**src/rtl/csa_accumulator_if.sv**
```systemverilog
// csa_accumulator_if: operand stream in, resolved packet sum and count out.
interface csa_accumulator_if #(
    parameter int WIDTH = 32,
    parameter int CNT_W = 8
);
    logic             in_valid;
    logic             in_ready;
    logic [WIDTH-1:0] in_data;
    logic             in_last;
    logic             out_valid;
    logic             out_ready;
    logic [WIDTH-1:0] out_sum;
    logic [CNT_W-1:0] out_count;
    modport master (
        output in_valid, in_data, in_last, out_ready,
        input  in_ready, out_valid, out_sum, out_count
    );
    modport slave (
        input  in_valid, in_data, in_last, out_ready,
        output in_ready, out_valid, out_sum, out_count
    );
endinterface

```
**src/rtl/csa_accumulator.sv**
```systemverilog
// csa_accumulator: carry-save packet accumulator; one carry-propagate add per packet.
module csa_accumulator #(
    parameter int WIDTH = 32,
    parameter int CNT_W = 8
) (
    input logic clk,
    input logic rst,
    csa_accumulator_if.slave bus
);
    typedef enum logic [1:0] {ACCUM, RESOLVE, OUTPUT} state_t;
    state_t state_q, state_d;
    logic [WIDTH-1:0] s_q, s_d, c_q, c_d, sum_q, sum_d;
    logic [CNT_W-1:0] cnt_q, cnt_d;
    logic take;
    assign take          = (state_q == ACCUM) && bus.in_valid;
    assign bus.in_ready  = state_q == ACCUM;
    assign bus.out_valid = state_q == OUTPUT;
    assign bus.out_sum   = sum_q;
    assign bus.out_count = cnt_q;
    always_comb begin
        state_d = state_q;
        s_d     = s_q;
        c_d     = c_q;
        sum_d   = sum_q;
        cnt_d   = cnt_q;
        if (take) begin
            s_d     = s_q ^ c_q ^ bus.in_data;
            c_d     = ((s_q & c_q) | (s_q & bus.in_data) | (c_q & bus.in_data)) << 1;
            cnt_d   = &cnt_q ? cnt_q : cnt_q + 1'b1;
            state_d = bus.in_last ? RESOLVE : ACCUM;
        end
        if (state_q == RESOLVE) begin
            sum_d   = s_q + c_q;
            state_d = OUTPUT;
        end
        if (state_q == OUTPUT && bus.out_ready) begin
            s_d     = '0;
            c_d     = '0;
            cnt_d   = '0;
            state_d = ACCUM;
        end
    end
    always_ff @(posedge clk) begin
        if (rst) begin
            state_q <= ACCUM;
            s_q     <= '0;
            c_q     <= '0;
            sum_q   <= '0;
            cnt_q   <= '0;
        end else begin
            state_q <= state_d;
            s_q     <= s_d;
            c_q     <= c_d;
            sum_q   <= sum_d;
            cnt_q   <= cnt_d;
        end
    end
endmodule

```
**src/flat_wrapper.sv**
```systemverilog
// flat-port wrapper written by rule: the top's interface ports become plain ports
module csa_accumulator_flat 
#(
    parameter int WIDTH = 32,
    parameter int CNT_W = 8
)
  (clk, rst, bus_in_valid, bus_in_data, bus_in_last, bus_out_ready, bus_in_ready, bus_out_valid, bus_out_sum, bus_out_count);
  csa_accumulator_if #(.WIDTH(WIDTH), .CNT_W(CNT_W)) bus_i ();
  input logic clk;
  input logic rst;
  input wire logic [$bits(bus_i.in_valid)-1:0] bus_in_valid;
  input wire logic [$bits(bus_i.in_data)-1:0] bus_in_data;
  input wire logic [$bits(bus_i.in_last)-1:0] bus_in_last;
  input wire logic [$bits(bus_i.out_ready)-1:0] bus_out_ready;
  output wire logic [$bits(bus_i.in_ready)-1:0] bus_in_ready;
  output wire logic [$bits(bus_i.out_valid)-1:0] bus_out_valid;
  output wire logic [$bits(bus_i.out_sum)-1:0] bus_out_sum;
  output wire logic [$bits(bus_i.out_count)-1:0] bus_out_count;
  assign bus_i.in_valid = bus_in_valid;
  assign bus_i.in_data = bus_in_data;
  assign bus_i.in_last = bus_in_last;
  assign bus_i.out_ready = bus_out_ready;
  assign bus_in_ready = bus_i.in_ready;
  assign bus_out_valid = bus_i.out_valid;
  assign bus_out_sum = bus_i.out_sum;
  assign bus_out_count = bus_i.out_count;
  csa_accumulator #(.WIDTH(WIDTH), .CNT_W(CNT_W)) u_core (.clk(clk), .rst(rst), .bus(bus_i));
endmodule
```
**config.mk**
```make
export PLATFORM = sky130hd
export DESIGN_NAME = csa_accumulator_flat
export DESIGN_NICKNAME = d
export VERILOG_FILES = /design/src/rtl/csa_accumulator_if.sv /design/src/rtl/csa_accumulator.sv /design/src/flat_wrapper.sv
export SDC_FILE = /design/constraint.sdc
export NUM_CORES = 1
export LEC_CHECK = 0
export CAP_MARGIN = 20
export CORE_ASPECT_RATIO = 0.7
export CORE_MARGIN = 2
export CORE_UTILIZATION = 31
export CTS_BUF_LIST = sky130_fd_sc_hd__clkbuf_8
export CTS_CLUSTER_DIAMETER = 100
export DETAILED_ROUTE_END_ITERATION = 12
export SLEW_MARGIN = 20
export SYNTH_ARGS = -nofsm -noshare
export SYNTH_HDL_FRONTEND = slang
export SYNTH_SLANG_ARGS = --single-unit
```
**constraint.sdc**
```tcl
create_clock -name clk -period 3.3 [get_ports clk]
set_input_delay 0.33 -clock clk [delete_from_list [all_inputs] [get_ports clk]]
set_output_delay 0.33 -clock clk [all_outputs]
set_load 0.03 [all_outputs]
```
==> flow_metrics.env <==
export IMPL_hold_violations=0
export IMPL_min_period_over_period_pct=79.2
export IMPL_cts_setup_buffers=0
export IMPL_core_um2=18300
export IMPL_start_util_pct=32.0
export IMPL_grt_use_total_pct=15.2
export IMPL_crit_path_end_kind="register"
export IMPL_slew_violations=0
export IMPL_synth_compound_area_share_pct=20.8
export IMPL_synthArstFlopShare_pct=0
export IMPL_grt_pass1_vias=4720
export IMPL_areaGrowthSynthToFinish_pct=20.2
export IMPL_layout_drive_gt1_share_pct=4.50
export IMPL_cts_sinks=105
export IMPL_cts_tree="done"
export IMPL_min_from="u_core.bus.out_sum[12]"
export IMPL_grt_setup_unrepaired="no"
export IMPL_cts_buffers=9
export IMPL_wl_per_cell_um=14.7
export IMPL_yosys_cell_types_count=53
export IMPL_yosys_top_cells_area="dfxtp_1 36%, nand2_1 11%, fa_1 11%, a21oi_1 9.4%, ha_1 6.8%"
export IMPL_tightest_slew_ps=895
export IMPL_num_fill_cells=1882
export IMPL_crit_required_ps=3590
export IMPL_holdWs_ps=456
export IMPL_path_class="reg -> reg"
export IMPL_synth_top_family_by_area="compound AO/OA/AOI/OAI gates"
export IMPL_p_leak_nw=2.68
export IMPL_cts_resized_gates=0
export IMPL_clk_pin_slew_worst_paths_ps=110
export IMPL_grt_pass1_wl_um=24500
export IMPL_ios=79
export IMPL_clkPwrFrac_pct=27.8
export IMPL_synth_edf_count=0
export IMPL_first_pass_iters=5
export IMPL_hp_class="reg -> reg"
export IMPL_root_buffer="clkbuf_8"
export IMPL_finalSetupViolations=0
export IMPL_cts_buffer_depth=2
export IMPL_dp_final_hpwl_um=10900
export IMPL_syn_avg_cell_area_um2=8.44
export IMPL_cp_start_kind="register"
export IMPL_synthDominantCellAreaShare_pct=35.9
export IMPL_synthFlopType="dfxtp_1"
export IMPL_max_vdd_ir_drop_uv=180
export IMPL_routed_via_density=4.93
export IMPL_rr_endpoint="u_core.bus.out_sum[31]"
export IMPL_powerDensity_nw_per_um2=377
export IMPL_yosysWarningCount=0
export IMPL_insertion_delay_ps=380
export IMPL_switchingPower_w=0.000832
export IMPL_die_area_um2=20000
export IMPL_synth_fa_ha_area_share_pct=17.5
export IMPL_ff2ff_path_depth=9
export IMPL_htreeDepth=3
export IMPL_grt_overflow=0
export IMPL_yosysSeqAreaShare_pct=35.9
export IMPL_fin_tns_setup_ps=0
export IMPL_dp_cells=975
export IMPL_vias=4885
export IMPL_seq_power_share_pct=52.5
export IMPL_period_needed_ps=2610
export IMPL_synth_seq_cells=105
export IMPL_gp_congestion=0.866
export IMPL_nets=850
export IMPL_final_cells=991
export IMPL_numPortBuffers=78
export IMPL_synthesis_area_um2=5850
export IMPL_p_sw_share_pct=31.4
export IMPL_synthXorXnorAreaFrac_pct=5.09
export IMPL_crit_arrival_ps=2900
export IMPL_die_h_um=119
export IMPL_maxCapViolCount=0
export IMPL_max_slew_margin_pct=40.1
export IMPL_drt_iter0_markers=302
export IMPL_grt_max_degree=65
export IMPL_ant_nets=0
export IMPL_skew_ps=14.9
export IMPL_ctsHoldBuffers=0
export IMPL_status="complete, no violations"
export IMPL_synth_top_cell_by_area="dfxtp_1"
export IMPL_antenna_cells=0
export IMPL_synth_simple_area_share_pct=17.3
export IMPL_holdPathEnd="u_core.bus.out_sum[12]"
export IMPL_die_w_um=168
export IMPL_internal_power_w=0.00182
export IMPL_drc=0
export IMPL_synth_cells=693
export IMPL_syn_num_nets=793
export IMPL_reg2reg_slack_ps=690
export IMPL_synth_most_common_cell="nand2_1"
export IMPL_fmax_mhz=383
export IMPL_synth_mux_area_fraction_pct=0.171
export IMPL_yosys_top_cells_count="178 x nand2_1, 110 x a21oi_1, 105 x dfxtp_1"
export IMPL_num_rows=41
export IMPL_antenna_found_initial=0
export IMPL_whs_path_depth=2
export IMPL_wl_um=14600
export IMPL_r2r_start="u_core.c_q[1]"
export IMPL_cp_max_fo=5
export IMPL_p_comb_share_pct=19.6
[power by group through the flow]
stage / Clock [W] / Sequential (W) / Combinational [W]
global route: 0.000824 / 0.00140 / 0.000586
global placement: 0 / 0.00142 / 0.000521
detailed placement: 0 / 0.00142 / 0.000521
finish: 0.000737 / 0.00139 / 0.000520
floorplan: 0 / 0.00143 / 0.000317
CTS: 0.000773 / 0.00139 / 0.000525
[cell type report]
cell class / count / area [um^2] / share of cell area (%)
Inverter: 9 / 33.8 / 0.480
Multi-Input combinational cell: 539 / 3560 / 50.7
Timing Repair Buffer: 86 / 866 / 12.3
Tap cell: 236 / 295 / 4.20
Clock buffer: 9 / 124 / 1.76
Sequential cell: 105 / 2100 / 29.9
Clock inverter: 7 / 47.5 / 0.676
[state kept, by name (all words and copies together) (netlist names)]
register / cells
u_core.bus.out_sum: 32
u_core.s_q: 32
u_core.c_q: 31
u_core.bus.out_count: 8
u_core.state_q: 2
[cells in the final DEF, fill, tap and decap left out, types with 2 or more instances in the layout]
master / synthesis / final
nand2_1: 178 / 177
a21oi_1: 110 / 110
dfxtp_1: 105 / 105
clkdlybuf4s50_1: 0 / 78
ha_1: 32 / 32
fa_1: 31 / 31
nor2_1: 29 / 29
xnor2_1: 18 / 18
o21ai_0: 18 / 18
xor2_1: 16 / 16
inv_1: 9 / 11
a22o_1: 11 / 11
nand3_1: 9 / 9
clkbuf_8: 0 / 9
a21o_1: 9 / 8
and3_1: 7 / 7
nand4_1: 7 / 7
a211oi_1: 7 / 7
o21bai_1: 7 / 7
a31oi_1: 6 / 6
buf_4: 0 / 6
nor2b_1: 4 / 4
a41oi_1: 4 / 4
o21a_1: 3 / 3
clkinvlp_4: 0 / 3
a21o_2: 1 / 2
o211ai_1: 2 / 2
o22ai_1: 2 / 2
o211a_1: 2 / 2
or3_1: 2 / 2
buf_12: 0 / 2
[routing by layer]
| layer | global-route usage (%) | vias to the layer above | wire, um |
|---|---|---|---|
| li1 | - | 2493 | - |
| met3 | 3.95 | 13 | 921 |
| met5 | 0 | - | 0 |
| met2 | 21.4 | 122 | 5750 |
| met4 | 2.91 | 0 | 121 |
| met1 | 23.3 | 2257 | 7770 |
[how the worst max path moves through the flow]
stage                        startpoint                     end  slack, ps  cells past startpoint
after floorplan           u_core.c_q[1]  u_core.bus.out_sum[31]        980                      9
after global placement    u_core.c_q[2]  u_core.bus.out_sum[24]        750                      8
after detailed placement  u_core.c_q[1]  u_core.bus.out_sum[31]        690                      9
after CTS                 u_core.c_q[1]  u_core.bus.out_sum[31]        660                      9
after global routing      u_core.c_q[1]  u_core.bus.out_sum[31]        480                      9
final                     u_core.c_q[1]  u_core.bus.out_sum[31]        690                      9
[worst max-delay path, cell delays in order (launching register included)]
cell,delay [ps]
dfxtp_1,350
ha_1,240
fa_1,410
a21oi_1,190
o22ai_1,180
o31ai_4,330
o21bai_1,230
a41oi_1,300
xnor2_1,100
a22o_1,190
[metrics by stage]
stage / worst slack [ps] / total power (W) / utilization, % / area (um^2)
2_1_floorplan: 981 / 0.00175 / - / 5850
3_3_place_gp: 749 / 0.00194 / 37.6 / 6860
3_5_place_dp: 686 / 0.00194 / 37.6 / 6860
4_1_cts: 656 / 0.00269 / 38.5 / 7030
5_1_grt: 480 / 0.00281 / 38.5 / 7030
6_report: 686 / 0.00265 / 38.5 / 7030
[cell families after synthesis]
kind of cell / Yosys count
AND/OR/NAND/NOR: 245
adder cells (fa/ha/maj): 63
XOR/XNOR: 34
buffers and inverters: 49
AO/OA/AOI/OAI: 196
multiplexers: 1
flip-flops: 105
Note: power is estimated with default switching activity, not from simulation.
